==> src/rtl/ddr4_instr_packer.sv <==
// DDR4 instruction packer: folds a stream of 32-bit SoftMC instructions into
// multi-phase DFI command bundles. A bundle is emitted when all phases are
// filled, on a flush request, or after an idle timeout.
// Optional build macro: DDR4_BANK_TRACK_EN adds an open-bank map that flags
// protocol-illegal commands on err_illegal (sticky until rst).
module ddr4_instr_packer #(
    parameter int NUM_PHASES   = 4,
    parameter int ROW_WIDTH    = 17,
    parameter int BANK_WIDTH   = 2,
    parameter int BG_WIDTH     = 2,
    parameter int CS_WIDTH     = 1,
    parameter int IDLE_TIMEOUT = 16
) (
    input  logic                             clk,
    input  logic                             rst,
    input  logic [31:0]                      instr,
    input  logic                             instr_valid,
    output logic                             instr_ready,
    input  logic                             flush,
    output logic                             dfi_valid,
    input  logic                             dfi_ready,
    output logic [NUM_PHASES-1:0]            dfi_act_n,
    output logic [NUM_PHASES*17-1:0]         dfi_address,
    output logic [NUM_PHASES*BANK_WIDTH-1:0] dfi_bank,
    output logic [NUM_PHASES*BG_WIDTH-1:0]   dfi_bg,
    output logic [NUM_PHASES*CS_WIDTH-1:0]   dfi_cs_n,
    output logic [NUM_PHASES-1:0]            dfi_rdcas,
    output logic [NUM_PHASES-1:0]            dfi_wrcas,
    output logic                             err_illegal
);

    // SoftMC instruction field offsets. Row/column bits sit at the bottom,
    // bank and bank group directly above the row field.
    localparam int ROW_OFFSET = 17;
    localparam int WE_OFFSET  = 24;
    localparam int CAS_OFFSET = 25;
    localparam int RAS_OFFSET = 26;
    localparam int CS_OFFSET  = 27;

    localparam int ADDR_W = 17;
    localparam int CNT_W  = $clog2(NUM_PHASES + 1);
    localparam int PH_W   = (NUM_PHASES > 1) ? $clog2(NUM_PHASES) : 1;
    localparam int IDLE_W = (IDLE_TIMEOUT > 0) ? $clog2(IDLE_TIMEOUT + 1) : 1;

    localparam logic [CNT_W-1:0]  CNT_FULL = CNT_W'(NUM_PHASES);
    localparam logic [CNT_W-1:0]  CNT_ONE  = CNT_W'(1);
    localparam logic [IDLE_W-1:0] IDLE_MAX = IDLE_W'(IDLE_TIMEOUT);
    localparam logic [IDLE_W-1:0] IDLE_ONE = IDLE_W'(1);

    // {RAS, CAS, WE} encodings, 1 = high
    localparam logic [2:0] CMD_ACT = 3'b011;
    localparam logic [2:0] CMD_RD  = 3'b101;
    localparam logic [2:0] CMD_WR  = 3'b100;

    typedef struct packed {
        logic                  act_n;
        logic [ADDR_W-1:0]     addr;
        logic [BANK_WIDTH-1:0] bank;
        logic [BG_WIDTH-1:0]   bg;
        logic [CS_WIDTH-1:0]   cs_n;
        logic                  rdcas;
        logic                  wrcas;
    } phase_t;

    // Deselect: no chip selected, no activate, no column strobes.
    localparam phase_t PH_DES = {1'b1, {ADDR_W{1'b0}}, {BANK_WIDTH{1'b0}},
                                 {BG_WIDTH{1'b0}}, {CS_WIDTH{1'b1}}, 2'b00};

    logic [2:0]        cmd;
    phase_t            ph_in;
    phase_t            acc_q [NUM_PHASES];
    phase_t            acc_d [NUM_PHASES];
    phase_t            out_q [NUM_PHASES];
    logic [CNT_W-1:0]  count_q, count_d;
    logic [PH_W-1:0]   wr_idx;
    logic              flush_pend_q, flush_pend_d;
    logic [IDLE_W-1:0] idle_q, idle_d;
    logic              dfi_valid_q;
    logic              has_data, cnt_full, timeout_hit, out_free, xfer, accept;
    logic              unused_instr;

    // Several instruction bits carry fields this block does not forward.
    assign unused_instr = ^instr;

    assign cmd = {instr[RAS_OFFSET], instr[CAS_OFFSET], instr[WE_OFFSET]};

    // Translate the offered instruction into one DFI phase.
    always_comb begin
        ph_in       = PH_DES;
        ph_in.act_n = (cmd != CMD_ACT);
        if (cmd == CMD_ACT) begin
            ph_in.addr = ADDR_W'(instr[ROW_WIDTH-1:0]);
        end else begin
            // A16/A15/A14 double as RAS/CAS/WE for non-activate commands
            ph_in.addr = {cmd, instr[13:0]};
        end
        ph_in.bank  = instr[ROW_OFFSET +: BANK_WIDTH];
        ph_in.bg    = instr[ROW_OFFSET + BANK_WIDTH +: BG_WIDTH];
        ph_in.cs_n  = instr[CS_OFFSET +: CS_WIDTH];
        ph_in.rdcas = (cmd == CMD_RD);
        ph_in.wrcas = (cmd == CMD_WR);
    end

    assign has_data    = (count_q != '0);
    assign cnt_full    = (count_q == CNT_FULL);
    assign timeout_hit = (IDLE_TIMEOUT != 0) && (idle_q == IDLE_MAX);
    assign out_free    = !dfi_valid_q || dfi_ready;
    assign xfer        = has_data && (cnt_full || flush_pend_q || timeout_hit) && out_free;
    // A full accumulator can still take an instruction in the cycle it drains.
    assign instr_ready = !cnt_full || xfer;
    assign accept      = instr_valid && instr_ready;

    // Accumulator next state: drain on transfer, then append the accepted phase.
    always_comb begin
        acc_d   = acc_q;
        count_d = count_q;
        wr_idx  = '0;
        if (xfer) begin
            for (int p = 0; p < NUM_PHASES; p++) begin
                acc_d[p] = PH_DES;
            end
            count_d = '0;
        end
        if (accept) begin
            wr_idx        = count_d[PH_W-1:0];
            acc_d[wr_idx] = ph_in;
            count_d       = count_d + CNT_ONE;
        end
    end

    // Flush is remembered only if there is, or will be, something to flush.
    always_comb begin
        if (xfer) begin
            flush_pend_d = flush && accept;
        end else begin
            flush_pend_d = flush_pend_q || (flush && (has_data || accept));
        end
    end

    // Idle counter saturates at the timeout so a blocked output keeps the hit.
    always_comb begin
        idle_d = idle_q;
        if (accept || xfer || !has_data) begin
            idle_d = '0;
        end else if (idle_q != IDLE_MAX) begin
            idle_d = idle_q + IDLE_ONE;
        end
    end

    // Accumulator and control state registers.
    always_ff @(posedge clk) begin
        if (rst) begin
            for (int p = 0; p < NUM_PHASES; p++) begin
                acc_q[p] <= PH_DES;
            end
            count_q      <= '0;
            flush_pend_q <= 1'b0;
            idle_q       <= '0;
        end else begin
            acc_q        <= acc_d;
            count_q      <= count_d;
            flush_pend_q <= flush_pend_d;
            idle_q       <= idle_d;
        end
    end

    // Output bundle register: loaded on transfer, held until consumed.
    always_ff @(posedge clk) begin
        if (rst) begin
            dfi_valid_q <= 1'b0;
            for (int p = 0; p < NUM_PHASES; p++) begin
                out_q[p] <= PH_DES;
            end
        end else if (xfer) begin
            dfi_valid_q <= 1'b1;
            out_q       <= acc_q;
        end else if (dfi_ready) begin
            dfi_valid_q <= 1'b0;
        end
    end

    assign dfi_valid = dfi_valid_q;

    for (genvar p = 0; p < NUM_PHASES; p++) begin : g_phase
        assign dfi_act_n[p]                        = out_q[p].act_n;
        assign dfi_address[p*ADDR_W +: ADDR_W]     = out_q[p].addr;
        assign dfi_bank[p*BANK_WIDTH +: BANK_WIDTH] = out_q[p].bank;
        assign dfi_bg[p*BG_WIDTH +: BG_WIDTH]       = out_q[p].bg;
        assign dfi_cs_n[p*CS_WIDTH +: CS_WIDTH]     = out_q[p].cs_n;
        assign dfi_rdcas[p]                        = out_q[p].rdcas;
        assign dfi_wrcas[p]                        = out_q[p].wrcas;
    end

`ifdef DDR4_BANK_TRACK_EN
    localparam int         BIDX_W  = BG_WIDTH + BANK_WIDTH;
    localparam logic [2:0] CMD_PRE = 3'b010;
    localparam logic [2:0] CMD_REF = 3'b001;

    logic [(1<<BIDX_W)-1:0] open_q, open_d;
    logic                   err_q, err_d;
    logic [BIDX_W-1:0]      bidx;

    assign bidx = {ph_in.bg, ph_in.bank};

    // Open-bank bookkeeping in acceptance order; bad commands still pass through.
    always_comb begin
        open_d = open_q;
        err_d  = err_q;
        if (accept) begin
            case (cmd)
                CMD_ACT: begin
                    if (open_q[bidx]) err_d = 1'b1;
                    open_d[bidx] = 1'b1;
                end
                CMD_PRE: begin
                    if (instr[10]) open_d = '0;
                    else           open_d[bidx] = 1'b0;
                end
                CMD_RD, CMD_WR: begin
                    if (!open_q[bidx]) err_d = 1'b1;
                end
                CMD_REF: begin
                    if (|open_q) err_d = 1'b1;
                end
                default: ;
            endcase
        end
    end

    // Open-bank map and sticky error flag.
    always_ff @(posedge clk) begin
        if (rst) begin
            open_q <= '0;
            err_q  <= 1'b0;
        end else begin
            open_q <= open_d;
            err_q  <= err_d;
        end
    end

    assign err_illegal = err_q;
`else
    assign err_illegal = 1'b0;
`endif

endmodule

==> config.mk <==
export PLATFORM = sky130hd
export DESIGN_NAME = ddr4_instr_packer
export DESIGN_NICKNAME = d
export VERILOG_FILES = /design/src/rtl/ddr4_instr_packer.sv
export SDC_FILE = /design/constraint.sdc
export NUM_CORES = 1
export LEC_CHECK = 0
export BUFFER_PORTS_ARGS = -buffer_cell sky130_fd_sc_hd__buf_2
export CAP_MARGIN = 15
export CELL_PAD_IN_SITES_DETAIL_PLACEMENT = 1
export CELL_PAD_IN_SITES_GLOBAL_PLACEMENT = 1
export CORE_ASPECT_RATIO = 1.4
export CORE_UTILIZATION = 40
export CTS_CLUSTER_SIZE = 30
export DETAILED_ROUTE_END_ITERATION = 8
export GPL_TIMING_DRIVEN = 0
export PLACE_DENSITY_LB_ADDON = 0.08
export SYNTH_ARGS = -nofsm -noshare
export SYNTH_HDL_FRONTEND = slang
export SYNTH_SLANG_ARGS = --single-unit
export TNS_END_PERCENT = 30
==> constraint.sdc <==
create_clock -name clk -period 3.6 [get_ports clk]
set_input_delay 0.72 -clock clk [delete_from_list [all_inputs] [get_ports clk]]
set_output_delay 0.72 -clock clk [all_outputs]
set_load 0.05 [all_outputs]
==> results of run 1 <==
-- repair_timing --
item | CTS | global route
gates resized for setup | 2 | 8
setup buffers | 0 | 1
setup endpoints to repair | 16 | 34
cloned | 0 | 0
endpoints found under the hold margin | 0 | 0
pin swaps | 0 | 1
-- state kept, by name (all words and copies together) (netlist names) --
signal	flops
acc_q	100
dfi_address	68
dfi_bank	8
dfi_bg	8
idle_q	5
dfi_act_n	4
dfi_cs_n	4
dfi_rdcas	4
dfi_wrcas	4
count_q	3
dfi_valid	1
flush_pend_q	1
-- power breakdown --
group          internal, W  switching, W
sequential         0.00243     0.0000652
combinational     0.000208      0.000620
clock              0.00120      0.000889
total              0.00385       0.00157
-- cell usage after synthesis --
library cell,n,area share [%]
a2111o_1,1,0.15
a32o_1,1,0.13
nand4bb_1,1,0.15
o21bai_1,1,0.098
dfxtp_1,210,55
ha_1,6,0.98
buf_4,4,0.39
conb_1,1,0.049
a22oi_1,1,0.098
nand3_1,5,0.33
nor3_1,94,6.1
or2_2,1,0.081
xor2_1,3,0.34
a31oi_1,6,0.49
o211ai_1,1,0.098
buf_1,2,0.098
nand3b_1,2,0.20
nor2b_1,3,0.24
o211a_1,1,0.13
nand2_1,201,9.8
o21ai_0,9,0.59
a2bb2oi_1,1,0.11
nand2b_1,2,0.16
xnor2_1,2,0.23
a21oi_1,196,13
buf_2,26,1.7
a211oi_1,16,1.6
nor2_1,95,4.6
nor3b_1,1,0.098
or3_1,2,0.16
inv_1,5,0.24
a31o_2,4,0.46
clkbuf_1,49,2.4
and4bb_4,1,0.21
-- worst reg2reg max path, stage by stage (launching register included) --
cell,delay (ns)
dfxtp_1,0.38
inv_1,0.08
ha_1,0.21
and4bb_4,0.22
o211ai_1,0.27
clkbuf_4,0.32
buf_2,0.27
nand2_1,0.13
inv_1,0.10
ha_1,0.14
nand2_1,0.07
a31oi_1,0.17
buf_2,0.41
a21oi_1,0.11
a211oi_1,0.27
-- worst max-delay path by stage --
stage               cells past startpoint              endpoint  slack, ns
floorplan                              15  acc_q[25]$_SDFF_PP0_       0.84
detailed placement                     15  acc_q[31]$_SDFF_PP0_      -0.13
global placement                       15  acc_q[31]$_SDFF_PP0_      -0.04
global route                           14  acc_q[18]$_SDFF_PP0_       0.03
finish                                 14  acc_q[47]$_SDFF_PP0_       0.37
CTS                                    14  acc_q[13]$_SDFF_PP0_       0.10
-- per-layer routing --
layer	global-route usage (%)	share of wire, %	vias to the layer above
li1	-	-	3502
met1	30.71	43	3453
met2	44.57	51	142
met3	2.747	3.3	45
met4	7.870	2.5	0
met5	0	0	-
-- logic make-up after synthesis --
| kind of cell | Yosys count | share of synthesized area (%) |
|---|---|---|
| fa+ha+maj | 6 | 0.9769 |
| compound gates | 238 | 16.67 |
| flops | 210 | 54.71 |
| buf+inv | 86 | 4.819 |
| other cells | 1 | 0.04880 |
| xor+xnor | 5 | 0.5700 |
| simple gates | 408 | 22.21 |
-- cell type report --
cell class                 instances  area, um2  area share, %
buffer                            80      357.8          3.846
clock inverter                     5      61.31         0.6590
multi-input combinational        658       3110          33.43
tap                              244      305.3          3.281
timing repair buffer             131      658.1          7.074
inverter                           5      18.77         0.2017
clock buffer                      30      588.1          6.321
sequential                       210       4204          45.19
-- per-stage QoR --
step / util, % / worst slack [ns] / cells / TNS, ns / total power (W)
after floorplan: - / 0.8414 / 954 / 0 / 0.003093
after global placement: 46.27 / -0.03618 / 1328 / -0.3043 / 0.003365
after detailed placement: 46.27 / -0.1315 / 1328 / -1.145 / 0.003380
after CTS: 49.74 / 0.1042 / 1362 / 0 / 0.005462
after global routing: 49.82 / 0.02751 / 1363 / 0 / 0.005644
final: 49.82 / 0.3655 / 1363 / 0 / 0.005420
==> summary.md, run 1 <==
| Metric | Value |
|---|---|
| Gr ovfl total | 0 |
| Global-route wire length before repair | 38870 um |
| Hold_ws | 0.4511 ns |
| Commonest non-fill, non-tap cell in the layout | dfxtp_1 |
| Hold Crit Start | dfi_address[25]$_SDFFE_PP0P_ |
| Top cell family by delay on the critical path | buffers and inverters |
| Slew Viols, Final | 0 |
| Crit-path max FO | 19 |
| Worst-skew pair later-pin latency | 0.51 ns |
| Initial Util | 41.15% |
| Slew margin rel. | 48.92% |
| Worst hold stages | 2 |
| Vias in the first global route | 7323 |
| Mapped Cells | 954 |
| Final #Nets | 1149 |
| Syn avg cell area | 8.055 um2 |
| Core Region | 0.01868 mm2 |
| Worst hold path class | flop to flop |
| Gr usage total | 24.84% |
| Final Hold Fails | 0 |
| Hold-fix buffers, CTS | 0 |
| CP startpoint kind | flop |
| Clk buf depth | 3 |
| Max-Cap Viols | 0 |
| Final period util | 89.85% |
| Sequential area share after synthesis | 54.71% |
| Die area | 0.01978 mm2 |
| DRT Pass-1 Iters | 4 |
| Synth Net Count | 997 |
| Root Driver | clkbuf_16 |
| Finish-stage setup viols | 0 |
| RSZ-0062 raised after global routing | no |
| Status | finished clean |
| WP data arrival | 3.64 ns |
| Buf+Inv Stages, Crit Path | 5 |
| Die X | 119.1 um |
| Cell Chain, Critical Path | inv_1, ha_1, and4bb_4, o211ai_1, clkbuf_4, buf_2, nand2_1, inv_1, ha_1, nand2_1, a31oi_1, buf_2, a21oi_1, a211oi_1 |
| Drt initial violations | 334 |
| Netlist cell types | 34 |
| Detail Placement HPWL | 18360 um |
| R2r setup slk | 0.37 ns |
| Setup Skew | 0.02026 ns |
| Initial antenna violation count | 0 |
| Reg2Reg Capture Point | acc_q[47]$_SDFF_PP0_ |
| IO Count | 140 |
| Post-route ant nets | 0 |
| Sinks on Clock Net | 210 |
| Port Buffers | 130 |
| Worst EP required | 4.01 ns |
| Cell area after synthesis | 0.007685 mm2 |
| CTS tree | built |
| Placed Area | 0.008641 mm2 |
| # fillers | 2325 |
| Worst path slowest cell | buf_2 |
| Row cnt | 59 |
| Ys Warns | 0 |
| Power Dens Cells | 582.6 mW/mm2 |
| Via count | 7142 |
| Crit Path Category | flop to flop |
| Largest net degree at the start of global routing | 20 |
| Max VDD drop | 318.2 uV |
| CTS H-Tree Depth | 1 |
| Commonest non-fill, non-tap cells in the layout | dfxtp_1 (210), nand2_1 (201), a21oi_1 (196) |
| Seq cells post-synth | 210 |
| Area Overhead vs Synth | 21.07% |
| Final Cell Area | 0.009304 mm2 |
| CTS Buf Count | 20 |
| F_max | 309.2 MHz |
| CP Capture Type | flop |
| Worst Tran Pin Value | 0.7582 ns |
| DRC | 0 |
| Share of cells above drive strength 1 | 17.96% |
| Routability Congestion | 0.8348 |
| Drt total wl | 24390 um |
| Die Ht | 166.0 um |
| Hold endpoint | dfi_address[25]$_SDFFE_PP0P_ |
| Clock Pin Slew Worst Setup and Hold Paths | 0.06 ns |
| Leak Pwr | 3.619 nW |
| Worst reg2reg path startpoint | idle_q[0]$_SDFFE_PP0N_ |
| Antenna cells | 0 |
| CP max stage delay | 0.41 ns |
| Routed len/inst | 17.89 um |
| Crit. Startpoint | idle_q[0]$_SDFFE_PP0N_ |
| Reg2Reg Depth | 14 |
| Final Critical Period | 3.235 ns |
| Post-DR vias/cell | 5.240 |
Power figures use the tool's default switching activity.
==> run 2: changes to the inputs <==
--- a/config.mk
+++ b/config.mk
@@ -10,10 +10,12 @@
 export CELL_PAD_IN_SITES_DETAIL_PLACEMENT = 1
 export CELL_PAD_IN_SITES_GLOBAL_PLACEMENT = 1
 export CORE_ASPECT_RATIO = 1.4
-export CORE_UTILIZATION = 40
+export CORE_UTILIZATION = 30
+export CTS_CLUSTER_DIAMETER = 150
 export CTS_CLUSTER_SIZE = 30
 export DETAILED_ROUTE_END_ITERATION = 8
 export GPL_TIMING_DRIVEN = 0
+export MAX_ROUTING_LAYER = met4
 export PLACE_DENSITY_LB_ADDON = 0.08
 export SYNTH_ARGS = -nofsm -noshare
 export SYNTH_HDL_FRONTEND = slang
==> run 2 against run 1 <==
Compared with the run above: final cell count increased by 3.5%; hold slack better by 0.0054 ns; count of clock-buffer cells in the layout decreased by 19; sequential share of layout area up 1.4 points; critical path depth is 1 lower; sequential power about the same; clock power is 37% lower; clock skew rose by 0.0024 ns; worst setup slack lost 0.055 ns; critical path type unchanged; critical endpoint is now acc_q[62]$_SDFF_PP0_; highest routed layer unchanged.
==> summary.md, run 2 (synthesis results as in run 1) <==
| Metric | Value |
|---|---|
| Status | finished clean |
| Worst reg2reg path startpoint | idle_q[0]$_SDFFE_PP0N_ |
| Worst hold stages | 2 |
| Hold-fix buffers, CTS | 0 |
| Sinks on Clock Net | 210 |
| Drt total wl | 26570 um |
| Slew Viols, Final | 0 |
| Via count | 6969 |
| Non-Filler Instances | 1411 |
| CP startpoint kind | flop |
| Detail Placement HPWL | 20050 um |
| Gr usage total | 21.36% |
| Routed len/inst | 18.83 um |
| Worst EP required | 4.01 ns |
| Dpl cells | 1399 |
| Hold Crit Start | acc_q[17]$_SDFF_PP0_ |
| Global-route wire length before repair | 40980 um |
| Reg2Reg Depth | 13 |
| Setup TNS | 0 ns |
| Drt initial violations | 314 |
| Gr ovfl total | 0 |
| DRC | 0 |
| Largest Register | acc_q |
| Die area | 0.02627 mm2 |
| Final Critical Period | 3.290 ns |
| Clk buf depth | 3 |
| Max VDD drop | 254.4 uV |
| Routability Congestion | 0.7633 |
| Root Driver | clkbuf_16 |
| Sw power | 0.001472 W |
| Leak Pwr | 3.432 nW |
| F_max | 304.0 MHz |
| Initial antenna violation count | 1 |
| Final #Nets | 1139 |
| Post-DR vias/cell | 4.939 |
| Worst Tran Pin Value | 0.8058 ns |
| Crit Path Category | flop to flop |
| CTS H-Tree Depth | 1 |
| Worst hold path class | flop to flop |
| Die Ht | 191.4 um |
| RSZ-0062 raised after global routing | no |
| Commonest non-fill, non-tap cells in the layout | dfxtp_1 (210), nand2_1 (201), a21oi_1 (196) |
| WP data arrival | 3.70 ns |
| Vias in the first global route | 7024 |
| Largest net degree at the start of global routing | 31 |
| Clk pwr share | 28.4% |
| DRT Pass-1 Iters | 5 |
| Reg2Reg Capture Point | acc_q[62]$_SDFF_PP0_ |
| Core Region | 0.02493 mm2 |
| Sw Ratio | 31.53% |
| Hold endpoint | dfi_address[61]$_SDFFE_PP0P_ |
| Setup Skew | 0.02265 ns |
| Share of cells above drive strength 1 | 16.62% |
| Max-Cap Viols | 0 |
| Slew margin rel. | 46.28% |
| Port Buffers | 130 |
| R2r setup slk | 0.31 ns |
| Combinational power share | 18.1% |
| Worst-skew pair later-pin latency | 0.48 ns |
| Crit. Startpoint | idle_q[0]$_SDFFE_PP0N_ |
| Final Hold Fails | 0 |
| Seq pwr share | 53.6% |
| Die X | 137.3 um |
| Finish-stage setup viols | 0 |
| Initial Util | 30.83% |
| Area Overhead vs Synth | 17.36% |
| Final period util | 91.38% |
| CTS Buf Count | 10 |
| CTS tree | built |
| IO Count | 140 |
| Flip-flop count of the largest register after layout | 100 |
| Power Dens Cells | 517.5 mW/mm2 |
| Clock Pin Slew Worst Setup and Hold Paths | 0.12 ns |
| Post-route ant nets | 0 |
| Crit-path max FO | 10 |
| Row cnt | 68 |
| Commonest non-fill, non-tap cell in the layout | dfxtp_1 |
| Internal Power | 0.003195 W |
| CP Capture Type | flop |
-- run 2: cell count changes in the layout (fill, tap and decap cells not counted), sizes merged --
cell,before,now
bufinv,1,0
buf,162,161
clkinv,4,0
clkbuf,79,61
diode,0,1
-- run 2: repair_timing --
action	in CTS	in global routing
endpoints found under the setup margin	20	79
gates resized for setup	2	5
pin swaps	0	1
setup buffers	0	1
-- run 2: final cells by class --
cell class                      instances  area (um2)
Fill cell                            3077       15910
Sequential cell                       210        4204
Multi-Input combinational cell        658        3110
Timing Repair Buffer                  131       658.1
Tap cell                              315       394.1
Buffer                                 80       355.3
Clock buffer                           11       275.3
Inverter                                5       18.77
Antenna cell                            1       2.502
-- run 2: stage by stage --
| step | area, um2 | hold WS (ns) | worst slack, ns | utilization [%] | total power (W) |
|---|---|---|---|---|---|
| final | 9019 | 0.4565 | 0.3104 | 36.18 | 0.004667 |
| after global routing | 9019 | 0.4764 | 0.05523 | 36.18 | 0.004903 |
| after CTS | 9004 | 0.4533 | 0.06387 | 36.12 | 0.004729 |
| after detailed placement | 8730 | 0.4453 | -0.1369 | 35.02 | 0.003409 |
| after global placement | 8730 | 0.4419 | -0.08794 | 35.02 | 0.003401 |
| after floorplan | 7685 | 0.4323 | 0.8414 | - | 0.003093 |
-- run 2: worst max path at each step --
stage                                      end  depth (start not counted)  slack, ns
final                     acc_q[62]$_SDFF_PP0_                         13       0.31
after global routing      acc_q[48]$_SDFF_PP0_                         14       0.06
after CTS                 acc_q[30]$_SDFF_PP0_                         14       0.06
after detailed placement  acc_q[44]$_SDFF_PP0_                         15      -0.14
after global placement    acc_q[29]$_SDFF_PP0_                         15      -0.09
after floorplan           acc_q[25]$_SDFF_PP0_                         15       0.84
-- run 2: power groups by stage --
stage / registers [W] / clock network (W) / logic (W)
detailed placement: 0.00256 / 0 / 0.000853
global route: 0.00252 / 0.00145 / 0.000935
finish: 0.00250 / 0.00132 / 0.000842
global placement: 0.00256 / 0 / 0.000846
CTS: 0.00250 / 0.00137 / 0.000854
floorplan: 0.00264 / 0 / 0.000454
-- run 2: worst max-delay path: stages, from the launching register on --
cell      delay [ns]
dfxtp_1         0.40
inv_1           0.08
ha_1            0.21
and4bb_4        0.23
o211ai_1        0.25
clkbuf_4        0.31
buf_2           0.26
nand2_1         0.13
ha_1            0.22
nand2_1         0.09
a31o_2          0.17
clkbuf_1        0.59
nor2_1          0.12
nor3_1          0.14
-- run 2: layer usage --
layer	up-vias	wire (um)	GRT usage (%)
li1	3487	-	-
met1	3344	11700	26.04
met2	116	13630	37.86
met3	22	872	2.042
met4	0	359	4.184
met5	-	0	-
==> run 3: changes to the inputs <==
--- a/config.mk
+++ b/config.mk
@@ -17,6 +17,7 @@
 export GPL_TIMING_DRIVEN = 0
 export MAX_ROUTING_LAYER = met4
 export PLACE_DENSITY_LB_ADDON = 0.08
+export RECOVER_POWER = 50
 export SYNTH_ARGS = -nofsm -noshare
 export SYNTH_HDL_FRONTEND = slang
 export SYNTH_SLANG_ARGS = --single-unit
==> run 3 against run 2 <==
Compared with the run above: cell area down 1.5%; via count decreased by 0.53%; worst setup slack improved by 0.013 ns; flip-flop and latch count did not move; sequential share of layout area increased by 0.70 points; critical path type unchanged; highest routed layer unchanged.
==> summary.md, run 3 (synthesis results as in run 1) <==
| Metric | Value |
|---|---|
| Max-Cap Viols | 0 |
| Worst-skew pair later-pin latency | 0.48 ns |
| Gr ovfl total | 0 |
| Finish-stage setup viols | 0 |
| Die X | 137.3 um |
| Crit-path max FO | 10 |
| Flip-flop count of the largest register after layout | 100 |
| Initial Util | 30.83% |
| Largest net degree at the start of global routing | 31 |
| Largest Register | acc_q |
| Worst hold path class | flop to flop |
| Worst EP required | 4.01 ns |
| WP data arrival | 3.68 ns |
| Row cnt | 68 |
| Slew Viols, Final | 0 |
| Core Region | 0.02493 mm2 |
| Max VDD drop | 254.5 uV |
| Post-layout util | 35.64% |
| Hold Crit Start | acc_q[17]$_SDFF_PP0_ |
| Drt initial violations | 297 |
| CTS H-Tree Depth | 1 |
| Sinks on Clock Net | 210 |
| Via count | 6932 |
| F_max | 305.2 MHz |
| R2r setup slk | 0.32 ns |
| Total power draw | 0.004653 W |
| Slew margin rel. | 39.08% |
| Final #Nets | 1139 |
| Gr usage total | 21.36% |
| Commonest non-fill, non-tap cell in the layout | dfxtp_1 |
| Leak Pwr | 3.002 nW |
| DRT Pass-1 Iters | 5 |
| Initial antenna violation count | 1 |
| Vias in the first global route | 7024 |
| RSZ-0062 raised after global routing | no |
| Post-route ant nets | 0 |
| Die area | 0.02627 mm2 |
| Drt total wl | 26600 um |
| Final Hold Fails | 0 |
| Reg2Reg Capture Point | acc_q[62]$_SDFF_PP0_ |
| Setup Skew | 0.02264 ns |
| Crit Path Category | flop to flop |
| Root Driver | clkbuf_16 |
| Power Dens Cells | 523.8 mW/mm2 |
| Routability Congestion | 0.7633 |
| # fillers | 3089 |
| Status | finished clean |
| Multi-input gate area | 0.003110 mm2 |
| Worst reg2reg path startpoint | idle_q[0]$_SDFFE_PP0N_ |
| Commonest non-fill, non-tap cells in the layout | dfxtp_1 (210), nand2_1 (201), a21oi_1 (196) |
| Post-DR vias/cell | 4.913 |
| Hold endpoint | dfi_address[61]$_SDFFE_PP0P_ |
| CTS tree | built |
| Worst hold stages | 2 |
| Final Critical Period | 3.276 ns |
| Final period util | 91.01% |
| CP startpoint kind | flop |
| Area Overhead vs Synth | 15.61% |
| CTS Buf Count | 10 |
| Clk buf depth | 3 |
| IO Count | 140 |
| Sequential standard cell area | 0.004204 mm2 |
| Clock Pin Slew Worst Setup and Hold Paths | 0.12 ns |
| Global-route wire length before repair | 40980 um |
| Port Buffers | 130 |
| Detail Placement HPWL | 20050 um |
| DRC | 0 |
| Reg2Reg Depth | 13 |
| Routed len/inst | 18.85 um |
| Hold-fix buffers, CTS | 0 |
| Worst Tran Pin Value | 0.9138 ns |
| Die Ht | 191.4 um |
| Share of cells above drive strength 1 | 7.032% |
| CP Capture Type | flop |
run 3: cell count changes in the layout (fill, tap and decap cells not counted), sizes merged:
cell    previous run  this run
buf              161        56
clkbuf            61       166
run 3: worst max-delay path by stage:
stage | start | to | slack (ns) | depth (start not counted)
final | idle_q[0]$_SDFFE_PP0N_ | acc_q[62]$_SDFF_PP0_ | 0.32 | 13
after global routing | idle_q[0]$_SDFFE_PP0N_ | acc_q[48]$_SDFF_PP0_ | 0.06 | 14
after CTS | idle_q[0]$_SDFFE_PP0N_ | acc_q[30]$_SDFF_PP0_ | 0.06 | 14
after detailed placement | idle_q[0]$_SDFFE_PP0N_ | acc_q[44]$_SDFF_PP0_ | -0.14 | 15
after global placement | idle_q[0]$_SDFFE_PP0N_ | acc_q[29]$_SDFF_PP0_ | -0.09 | 15
after floorplan | idle_q[0]$_SDFFE_PP0N_ | acc_q[25]$_SDFF_PP0_ | 0.84 | 15
run 3: repair_timing:
| action | CTS | global route |
|---|---|---|
| setup buffers | 0 | 1 |
| pin swaps | 0 | 1 |
| gates resized for setup | 2 | 5 |
| endpoints found under the setup margin | 20 | 79 |
| cloned | 0 | 0 |
run 3: layout make-up:
class	count	share of cell area, %
Sequential cell	210	47.32
Multi-Input combinational cell	658	35.01
Timing Repair Buffer	131	5.985
Tap cell	315	4.436
Buffer	80	3.915
Clock buffer	11	3.098
Inverter	5	0.2112
Antenna cell	1	0.02817
run 3: critical path, stage by stage (launching register included):
cell      delay, ns
dfxtp_1        0.40
inv_1          0.08
ha_1           0.21
and4bb_4       0.23
o211ai_1       0.25
clkbuf_4       0.31
buf_2          0.26
nand2_1        0.13
ha_1           0.22
nand2_1        0.09
a31o_2         0.17
clkbuf_1       0.58
nor2_1         0.12
nor3_1         0.14
run 3: layer usage:
metal / global-route usage, % / part of all wire (%)
met1: 26.04 / 44
met2: 37.86 / 51
met3: 2.042 / 3.2
met4: 4.184 / 1.3
met5: - / 0
run 3: report_power, final:
group          total, W  leakage (nW)  switching (W)  internal, W
Combinational  0.000833          1.16       0.000635     0.000198
Clock           0.00132         0.136       0.000765     0.000554
Sequential      0.00250          1.70      0.0000689      0.00243
run 3: stage by stage:
step / area (um2) / hold WS [ns] / worst slack, ns / instances / setup TNS (ns)
2_1_floorplan: 7685 / 0.4323 / 0.8414 / 954 / 0
3_3_place_gp: 8730 / 0.4419 / -0.08794 / 1399 / -0.7627
3_5_place_dp: 8730 / 0.4453 / -0.1369 / 1399 / -1.359
4_1_cts: 9004 / 0.4533 / 0.06387 / 1409 / 0
5_1_grt: 8885 / 0.4764 / 0.05523 / 1411 / 0
6_report: 8885 / 0.4566 / 0.3235 / 1411 / 0
